## src/rtl/fetch_pkg.sv

```systemverilog
// Shared types and constants for the instruction fetch stage.
package fetch_pkg;

  typedef enum logic [2:0] {
    ST_BOOT  = 3'd0,
    ST_FETCH = 3'd1,
    ST_WAIT  = 3'd2,
    ST_FULL  = 3'd3,
    ST_DROP  = 3'd4
  } fetch_state_e;

  localparam logic [31:0] NOP_INSTR  = 32'h0000_0013;
  localparam logic [6:0]  OPC_RTYPE  = 7'b0110011;
  localparam logic [6:0]  OPC_LOAD   = 7'b0000011;
  localparam logic [6:0]  OPC_STORE  = 7'b0100011;
  localparam logic [6:0]  OPC_BRANCH = 7'b1100011;
  localparam logic [6:0]  OPC_OPIMM  = 7'b0010011;
  localparam logic [31:0] PC_STEP    = 32'd4;

  function automatic logic [6:0] opcode_of(input logic [31:0] instr);
    return instr[6:0];
  endfunction

endpackage

```

## src/rtl/instr_fetch_unit_if.sv

```systemverilog
// Fetch-stage bus bundle: instruction memory port, decode handshake and redirect.
interface instr_fetch_unit_if #(parameter int XLEN = 32);
  logic            imem_req;
  logic [XLEN-1:0] imem_addr;
  logic            imem_rvalid;
  logic [31:0]     imem_rdata;
  logic            if_valid;
  logic [31:0]     if_instr;
  logic [XLEN-1:0] if_pc;
  logic [6:0]      if_opcode;
  logic            id_ready;
  logic            redirect_valid;
  logic [XLEN-1:0] redirect_pc;

  modport master (
    output imem_req, imem_addr, if_valid, if_instr, if_pc, if_opcode,
    input  imem_rvalid, imem_rdata, id_ready, redirect_valid, redirect_pc
  );

  modport slave (
    input  imem_req, imem_addr, if_valid, if_instr, if_pc, if_opcode,
    output imem_rvalid, imem_rdata, id_ready, redirect_valid, redirect_pc
  );
endinterface

```

## src/rtl/instr_fetch_unit.sv

```systemverilog
// Fetch stage: PC, single outstanding imem read, one-entry instruction buffer.
// Optional FETCH_PERF_EN adds perf_fetched / perf_flushed counters.
module instr_fetch_unit
  import fetch_pkg::*;
#(
  parameter int              XLEN     = 32,
  parameter logic [XLEN-1:0] RESET_PC = {XLEN{1'b0}}
) (
  input logic clk,
  input logic rst_n,
  instr_fetch_unit_if.master bus
`ifdef FETCH_PERF_EN
  ,
  output logic [31:0] perf_fetched,
  output logic [31:0] perf_flushed
`endif
);

  localparam logic [XLEN-1:0] ALIGN_MASK = {{(XLEN-2){1'b1}}, 2'b00};

  fetch_state_e    state_r, state_nxt_s;
  logic [XLEN-1:0] pc_r, pc_nxt_s;
  logic [31:0]     instr_r, instr_nxt_s;
  logic [XLEN-1:0] ipc_r, ipc_nxt_s;
  logic            req_r, req_nxt_s;
  logic            valid_r, valid_nxt_s;
  logic            redir_s, consume_s, capture_s;

  assign redir_s   = bus.redirect_valid && (state_r != ST_BOOT);
  assign consume_s = (state_r == ST_FULL) && bus.id_ready && !redir_s;
  assign capture_s = (state_r == ST_WAIT) && bus.imem_rvalid && !redir_s;

  // State register
  always_ff @(posedge clk or negedge rst_n) begin
    if (!rst_n) begin
      state_r <= ST_BOOT;
    end else begin
      state_r <= state_nxt_s;
    end
  end

  // Next-state logic; a response landing in DROP ends the drop even if redirected again
  always_comb begin
    state_nxt_s = state_r;
    case (state_r)
      ST_BOOT:  state_nxt_s = ST_FETCH;
      ST_FETCH: if (redir_s) state_nxt_s = ST_DROP; else state_nxt_s = ST_WAIT;
      ST_WAIT: begin
        if (bus.imem_rvalid)  state_nxt_s = redir_s ? ST_FETCH : ST_FULL;
        else if (redir_s)     state_nxt_s = ST_DROP;
        else                  state_nxt_s = ST_WAIT;
      end
      ST_FULL:  if (redir_s || bus.id_ready) state_nxt_s = ST_FETCH; else state_nxt_s = ST_FULL;
      ST_DROP:  if (bus.imem_rvalid) state_nxt_s = ST_FETCH; else state_nxt_s = ST_DROP;
      default:  state_nxt_s = ST_BOOT;
    endcase
  end

  // Next values for PC, instruction buffer and the registered handshake outputs
  always_comb begin
    pc_nxt_s    = pc_r;
    instr_nxt_s = instr_r;
    ipc_nxt_s   = ipc_r;
    if (redir_s) begin
      pc_nxt_s = bus.redirect_pc & ALIGN_MASK;
    end else if (consume_s) begin
      pc_nxt_s = pc_r + XLEN'(PC_STEP);
    end else begin
      pc_nxt_s = pc_r;
    end
    if (capture_s) begin
      instr_nxt_s = bus.imem_rdata;
      ipc_nxt_s   = pc_r;
    end else begin
      instr_nxt_s = instr_r;
      ipc_nxt_s   = ipc_r;
    end
    req_nxt_s   = (state_nxt_s == ST_FETCH);
    valid_nxt_s = (state_nxt_s == ST_FULL);
  end

  // Datapath and output registers
  always_ff @(posedge clk or negedge rst_n) begin
    if (!rst_n) begin
      pc_r    <= RESET_PC;
      instr_r <= NOP_INSTR;
      ipc_r   <= RESET_PC;
      req_r   <= 1'b0;
      valid_r <= 1'b0;
    end else begin
      pc_r    <= pc_nxt_s;
      instr_r <= instr_nxt_s;
      ipc_r   <= ipc_nxt_s;
      req_r   <= req_nxt_s;
      valid_r <= valid_nxt_s;
    end
  end

  assign bus.imem_req  = req_r;
  assign bus.imem_addr = pc_r;
  assign bus.if_valid  = valid_r;
  assign bus.if_instr  = instr_r;
  assign bus.if_pc     = ipc_r;
  assign bus.if_opcode = opcode_of(instr_r);

`ifdef FETCH_PERF_EN
  logic [31:0] fetched_r, flushed_r;
  logic        flush_s;

  // A redirect in DROP discards nothing new, so it is not counted
  assign flush_s = redir_s && ((state_r == ST_FETCH) || (state_r == ST_WAIT) ||
                               (state_r == ST_FULL));

  // Performance counters, wrapping at 2^32
  always_ff @(posedge clk or negedge rst_n) begin
    if (!rst_n) begin
      fetched_r <= 32'd0;
      flushed_r <= 32'd0;
    end else begin
      if (consume_s) fetched_r <= fetched_r + 32'd1;
      if (flush_s)   flushed_r <= flushed_r + 32'd1;
    end
  end

  assign perf_fetched = fetched_r;
  assign perf_flushed = flushed_r;
`endif

endmodule
```

## src/flat_wrapper.sv

```systemverilog
// flat-port wrapper written by rule: the top's interface ports become plain ports
module instr_fetch_unit_flat import fetch_pkg::*;
#(
  parameter int              XLEN     = 32,
  parameter logic [XLEN-1:0] RESET_PC = {XLEN{1'b0}}
)
  (clk, rst_n, bus_imem_req, bus_imem_addr, bus_if_valid, bus_if_instr, bus_if_pc, bus_if_opcode, bus_imem_rvalid, bus_imem_rdata, bus_id_ready, bus_redirect_valid, bus_redirect_pc);
  instr_fetch_unit_if #(.XLEN(XLEN)) bus_i ();
  input logic clk;
  input logic rst_n;
  output wire logic [$bits(bus_i.imem_req)-1:0] bus_imem_req;
  output wire logic [$bits(bus_i.imem_addr)-1:0] bus_imem_addr;
  output wire logic [$bits(bus_i.if_valid)-1:0] bus_if_valid;
  output wire logic [$bits(bus_i.if_instr)-1:0] bus_if_instr;
  output wire logic [$bits(bus_i.if_pc)-1:0] bus_if_pc;
  output wire logic [$bits(bus_i.if_opcode)-1:0] bus_if_opcode;
  input wire logic [$bits(bus_i.imem_rvalid)-1:0] bus_imem_rvalid;
  input wire logic [$bits(bus_i.imem_rdata)-1:0] bus_imem_rdata;
  input wire logic [$bits(bus_i.id_ready)-1:0] bus_id_ready;
  input wire logic [$bits(bus_i.redirect_valid)-1:0] bus_redirect_valid;
  input wire logic [$bits(bus_i.redirect_pc)-1:0] bus_redirect_pc;
  assign bus_imem_req = bus_i.imem_req;
  assign bus_imem_addr = bus_i.imem_addr;
  assign bus_if_valid = bus_i.if_valid;
  assign bus_if_instr = bus_i.if_instr;
  assign bus_if_pc = bus_i.if_pc;
  assign bus_if_opcode = bus_i.if_opcode;
  assign bus_i.imem_rvalid = bus_imem_rvalid;
  assign bus_i.imem_rdata = bus_imem_rdata;
  assign bus_i.id_ready = bus_id_ready;
  assign bus_i.redirect_valid = bus_redirect_valid;
  assign bus_i.redirect_pc = bus_redirect_pc;
  instr_fetch_unit #(.XLEN(XLEN), .RESET_PC(RESET_PC)) u_core (.clk(clk), .rst_n(rst_n), .bus(bus_i));
endmodule
```

## config.mk

```make
export PLATFORM = sky130hd
export DESIGN_NAME = instr_fetch_unit_flat
export DESIGN_NICKNAME = d
export VERILOG_FILES = /design/src/rtl/fetch_pkg.sv /design/src/rtl/instr_fetch_unit_if.sv /design/src/rtl/instr_fetch_unit.sv /design/src/flat_wrapper.sv
export SDC_FILE = /design/constraint.sdc
export NUM_CORES = 1
export LEC_CHECK = 0
export CAP_MARGIN = 15
export CORE_MARGIN = 10
export CORE_UTILIZATION = 45
export CTS_BUF_LIST = sky130_fd_sc_hd__clkbuf_4
export CTS_CLUSTER_DIAMETER = 50
export DETAILED_ROUTE_END_ITERATION = 12
export PLACE_DENSITY = 0.83
export REMOVE_ABC_BUFFERS = 1
export SYNTH_ARGS = -nofsm -noshare
export SYNTH_HDL_FRONTEND = slang
export SYNTH_SLANG_ARGS = --single-unit
export TNS_END_PERCENT = 5
```

## constraint.sdc

```tcl
create_clock -name clk -period 2 [get_ports clk]
set_clock_uncertainty 0.15 [all_clocks]
set_input_delay 0.2 -clock clk [delete_from_list [all_inputs] [get_ports clk]]
set_output_delay 0.2 -clock clk [all_outputs]
set_load 0.01 [all_outputs]
```

==> results of run 1 <==
layer usage:
metal	track usage, %	vias up	share of wire, %
met2	29.3	111	49
li1	-	1600	-
met3	5.42	15	6.5
met4	5.33	0	1.3
met1	21.0	1614	43
met5	0	-	0
final timing paths:
kind	start	end	cells after the start
max in group asynchronous	rst_n	u_core.bus.if_instr[14]	3
worst min register to register	u_core.bus.if_pc[14]	u_core.bus.if_pc[14]	2
worst max-delay path	u_core.state_r[2]	u_core.bus.imem_addr[24]	7
worst min-delay path	rst_n	u_core.bus.if_pc[6]	2
min in group clk	bus_redirect_pc[29]	u_core.bus.imem_addr[29]	3
worst max register to register	u_core.state_r[2]	u_core.bus.imem_addr[24]	7
sequential cells by signal (all words and copies together), names as in the netlist:
register / cells
u_core.bus.if_instr: 32
u_core.bus.if_pc: 30
u_core.bus.if_valid: 1
u_core.bus.imem_addr: 30
u_core.bus.imem_req: 1
u_core.state_r: 3
worst register-to-register path: stages (launching register included):
cell and delay, ns:
dfrtp_2 0.45, buf_6 0.13, nand4b_4 0.23, nor4_4 0.36
buf_12 0.17, nand4_1 0.11, xor2_1 0.20, a21oi_2 0.07
cells by family after synthesis:
| group | after synthesis | synth area share [%] |
|---|---|---|
| AO/OA/AOI/OAI | 36 | 4.97 |
| flip-flops | 97 | 56.4 |
| multiplexers | 62 | 16.2 |
| buffers and inverters | 33 | 4.36 |
| adder cells (fa/ha/maj) | 1 | 0.290 |
| AND/OR/NAND/NOR | 94 | 11.8 |
| other | 1 | 0.0870 |
| XOR/XNOR | 29 | 5.90 |
what timing repair did:
| action | in CTS | in global routing |
|---|---|---|
| pin swaps | 2 | 4 |
| hold buffers | 1 | 0 |
| setup endpoints to repair | 24 | 21 |
| endpoints found under the hold margin | 84 | 0 |
| gates resized for setup | 9 | 4 |
| gates cloned | 2 | 0 |
| buffers inserted | 0 | 6 |
cell usage after synthesis (2+ instances only):
cell type	instances	area (µm²)
dfrtp_1	94	2350
mux2_2	61	687
nor2_1	35	131
xor2_1	26	228
a21oi_1	22	110
nand4_1	18	113
buf_4	14	105
nand2_1	13	48.8
and3_1	10	62.6
buf_2	9	45.0
a21oi_2	7	61.3
clkbuf_1	7	26.3
nand3_1	5	25.0
dfstp_2	3	78.8
inv_1	3	11.3
o21ai_0	3	15.0
xnor2_1	3	26.3
a31oi_1	2	12.5
and2_1	2	12.5
nand2b_1	2	12.5
cell type report:
| cell class | count | area [µm²] | area share (%) |
|---|---|---|---|
| timing repair buffer | 204 | 2020 | 31.0 |
| sequential | 97 | 2430 | 37.4 |
| tap | 129 | 161 | 2.48 |
| clock buffer | 9 | 67.6 | 1.04 |
| inverter | 3 | 11.3 | 0.173 |
| clock inverter | 7 | 70.1 | 1.08 |
| multi-input combinational | 227 | 1750 | 26.9 |
power by group:
| group | leakage, nW | switching [mW] | internal, mW |
|---|---|---|---|
| clock network | 0.0761 | 0.673 | 0.382 |
| registers | 1.15 | 0.691 | 2.94 |
| logic | 1.53 | 2.16 | 3.01 |
| total | 2.75 | 3.52 | 6.33 |
per-stage QoR:
| step | TNS, ns | power, mW | hold WS [ns] | worst slack [ns] | utilization (%) |
|---|---|---|---|---|---|
| global placement | -1.25 | 8.53 | 0.0321 | -0.104 | 67.5 |
| floorplan | -169.23 | 5.69 | -0.246 | -2.72 | - |
| detailed placement | -2.71 | 8.75 | 0.0346 | -0.174 | 67.5 |
| finish | -0.00603 | 9.86 | 0.0754 | -0.00603 | 70.2 |
| global route | -0.584 | 10.5 | 0.0959 | -0.124 | 70.2 |
| CTS | -0.100 | 9.89 | 0.0679 | -0.0386 | 69.5 |
==> results.cfg, run 1 <==
[worst_setup_path]
cp_data_required_time_ns = 2.15
critPathArrivalTime_ns = 2.16
critPathLaunchType = flip-flop
setup_slack_of_the_worst_register_to_register_path_ns = -0.006
critical_path_class = flip-flop to flip-flop
critPathCaptureType = flip-flop
worstPathBufferInverterCount = 2
crit_path_top_delay_cell = dfrtp_2
timing.critical_path.cells = buf_6 -> nand4b_4 -> nor4_4 -> buf_12 -> nand4_1 -> xor2_1 -> a21oi_2
critical_path.top_delay_family = simple AND/OR/NAND/NOR gates
critical-path-max-stage-delay_ns = 0.45
critical_path_peak_fanout = 10

[sta]
rsz0062_at_grt = true
finalHoldViolations = 0
final_max_slew_viol_count = 0
fin_crit_sh_pct = 100
worst_slew_margin_rel_pct = 30.7
layout_setup_ws_ns = -0.00603
report.final.setup_viol = 1
timing_worst_slew_pin_value_ns = 1.03
final.min_clock_period_ns = 2.01
achievable-frequency_mhz = 498

[outcome]
violated_checks = setup timing
outcome = finished, violations left

[final_layout]
n_fill_cell = 706
design.final.nets = 612
diodes = 0
fin_area_um2 = 6520
drive_above_1_share_pct = 24.9
instances_no_fill = 676
commonest_cells_after_routing_fill_and_taps_aside = 166 x clkdlybuf4s50_1, 91 x dfrtp_1, 61 x mux2_2
layout_commonest_cell = clkdlybuf4s50_1
area_delta_synth_final_pct = 51.2

[drt]
drt-total-wl_um = 12200
ant_nets = 0
detailedRoute.firstPassIterationCount = 4
detail_route.drc_violations = 0
detail_route.vias_per_cell = 4.94
detail_route.wl_per_cell_um = 18.1
drt_iter0_markers = 113
vias = 3340

[synthesis]
synthesis.area_um2 = 4310
edff_count_synth = 0
postSynth.asyncResetShare_pct = 100
syn_avg_cell_area_um2 = 12.2
synth.ff_latch_count = 97
synth_warnings = 0
postSynth.topFlopCell = dfrtp_1
yosys_cell_types = 34
postSynthCellCount = 353
seq_total_area_yosys_pct = 56.4

[place]
placement.io_buffers = 167
placed_cells = 651
gp_routability_congestion = 0.743
placed_area_um2 = 6270
place_hpwl_um = 9150

[floorplanning]
starting_density_of_the_core_pct = 46.4
rows = 35
core_region_area_um2 = 9280
ioPinCount = 174
fp.dieH_um = 118
fp.dieW_um = 118
die_area_um2 = 13900

[clock_tree]
numCtsBuffers = 9
clock_tree.root_cell = clkbuf_4
worst_setup_hold_path_clk_slew_ns = 0.16
worstSkewPairLatency_ns = 0.44
tritoncts = built
numClockSinks = 97
cts_buffer_depth = 2
cts_htree_levels = 3

[global_route]
initial_antenna_violation_count = 0
grt_pass1_vias = 3632
grt_pass1_wl_um = 19800
global_route.usage.total_pct = 17.5
grt_remaining_overflow = 0
grt_max_degree = 42

[power_and_ir_drop]
p_per_area_nw_per_um2 = 1510
vdd.ir_drop.worst_mv = 0.892
leakagePower_nw = 2.75

[run]
maxCapViolCount = 0

[hold_path]
worst_hold_path_type = input port to async pin
Power figures use the tool's default switching activity.
==> run 2: changes to the inputs <==
- clock period: 2 -> 1.9 ns (I/O delays scaled with it)
==> results.cfg, run 2 (synthesized netlist as in run 1, its figures left out) <==
[outcome]
outcome = finished clean

[worst_setup_path]
timing.critical_path.cells = buf_4 -> nor2_4 -> nand4b_1 -> buf_12 -> mux2_2
critical-path-max-stage-delay_ns = 0.43
critPathLaunchType = flip-flop
reg2reg_depth = 5
critPathArrivalTime_ns = 2.06
reg2reg_end = u_core.bus.if_instr[30]
worstPathBufferInverterCount = 2
critPathCaptureType = flip-flop
beginning_of_the_worst_register_to_register_path = u_core.state_r[2]
critical_path_class = flip-flop to flip-flop
cp_data_required_time_ns = 2.08
critical_path_peak_fanout = 35
crit_path_top_delay_cell = dfrtp_1
setup_slack_of_the_worst_register_to_register_path_ns = 0.02
critical_path.top_delay_family = buffers and inverters

[final_layout]
area_delta_synth_final_pct = 50.2
max_reg_flops = 32
layout_commonest_cell = clkdlybuf4s50_1
multiInputGateArea_um2 = 1740
commonest_cells_after_routing_fill_and_taps_aside = 150 x clkdlybuf4s50_1, 91 x dfrtp_1, 61 x mux2_2
drive_above_1_share_pct = 23.9
design.final.nets = 609
diodes = 0
n_fill_cell = 697
ff_latch_area_um2 = 2430
postLayoutCoreUtil_pct = 69.7
instances_no_fill = 673

[global_route]
grt_max_degree = 45
grt_pass1_vias = 3668
grt_remaining_overflow = 0
global_route.usage.total_pct = 16.7
initial_antenna_violation_count = 0
grt_pass1_wl_um = 19000

[drt]
maxUsedRoutingLayer = met4
detail_route.wl_per_cell_um = 17.6
detail_route.drc_violations = 0
ant_nets = 0
detail_route.vias_per_cell = 4.96
met2_length_um = 5850
routed-wl-met3_um = 861
detailedRoute.firstPassIterationCount = 4
vias = 3341
drt-total-wl_um = 11900
drt_iter0_markers = 88
met1_length_um = 5000

[sta]
rsz0062_at_grt = true
achievable-frequency_mhz = 532
final_max_slew_viol_count = 0
report.final.setup_viol = 0
final.min_clock_period_ns = 1.88
fin_crit_sh_pct = 98.9
finalHoldViolations = 0
layout_setup_ws_ns = 0.0209

[clock_tree]
cts_htree_levels = 3
numCtsBuffers = 9
cts.repair_timing.setup_buffer_count = 0
numClockSinks = 97
worst_setup_hold_path_clk_slew_ns = 0.15
tritoncts = built
clock_tree.root_cell = clkbuf_4
cts_buffer_depth = 2
worstSkewPairLatency_ns = 0.44

[floorplanning]
starting_density_of_the_core_pct = 46.4
ioPinCount = 174
rows = 35
fp.dieW_um = 118
fp.dieH_um = 118
core_region_area_um2 = 9280
die_area_um2 = 13900

[power_and_ir_drop]
p_per_area_nw_per_um2 = 1560
leakagePower_nw = 2.80
vdd.ir_drop.worst_mv = 0.755

[place]
placement.io_buffers = 167
post-place-ws_ns = -0.268
placed_cells = 655
place_hpwl_um = 9010
gp_routability_congestion = 0.761

[run]
maxCapViolCount = 0

[hold_path]
worst_hold_path_type = input port to async pin
-- run 2: worst max path at each step --
stage               cells after the start                startpoint                        to
floorplan                               2         u_core.state_r[0]   u_core.bus.imem_addr[3]
global placement                        7              bus_id_ready  u_core.bus.imem_addr[29]
detailed placement                      7              bus_id_ready  u_core.bus.imem_addr[17]
CTS                                     2  u_core.bus.imem_addr[10]         bus_imem_addr[10]
global route                            7   u_core.bus.imem_addr[2]  u_core.bus.imem_addr[24]
finish                                  5         u_core.state_r[2]   u_core.bus.if_instr[30]
-- run 2: what timing repair did --
item,in CTS,in global routing
resized for setup,7,23
pin swaps,0,2
hold endpoints to repair,94,0
hold buffers,1,0
cloned,0,1
endpoints found under the setup margin,7,69
-- run 2: routing by layer --
layer,global-route usage [%],vias to the layer above
li1,-,1584
met1,18.9,1622
met2,28.8,125
met3,5.52,10
met4,5.56,0
met5,0,-
-- run 2: layout make-up --
class	count	share of cell area, %
flip-flops and latches	97	37.6
inverters	3	0.174
clock inverters	5	0.484
multi-input cells	226	26.9
repair buffers	202	31.1
clock buffers	11	1.28
well taps	129	2.50
-- run 2: stage by stage --
stage / hold WS (ns) / TNS [ns] / total power [mW] / cell area (µm²)
floorplan: -0.256 / -178.43 / 5.99 / 4140
global placement: 0.0165 / -2.52 / 9.05 / 6280
detailed placement: 0.0315 / -3.95 / 9.26 / 6280
CTS: 0.0633 / 0 / 10.2 / 6400
global route: 0.0972 / -0.154 / 10.8 / 6470
finish: 0.0776 / 0 / 10.1 / 6470
-- run 2: power by group --
| part | switching, mW | total (mW) | internal [mW] | leakage, nW |
|---|---|---|---|---|
| Sequential | 0.675 | 3.77 | 3.09 | 1.15 |
| Clock | 0.688 | 0.984 | 0.296 | 0.0586 |
| Combinational | 2.24 | 5.33 | 3.09 | 1.60 |
-- run 2: worst reg2reg max path, cell delays in order, from the launching register on --
cell      delay [ns]
dfrtp_1         0.43
buf_4           0.18
nor2_4          0.11
nand4b_1        0.29
buf_12          0.29
mux2_2          0.33
==> run 3: changes to the inputs <==
- CTS_CLUSTER_DIAMETER: 50 -> default
==> results of run 3 <==
The final DEF is identical to that of run 2; final timing and power are the same.
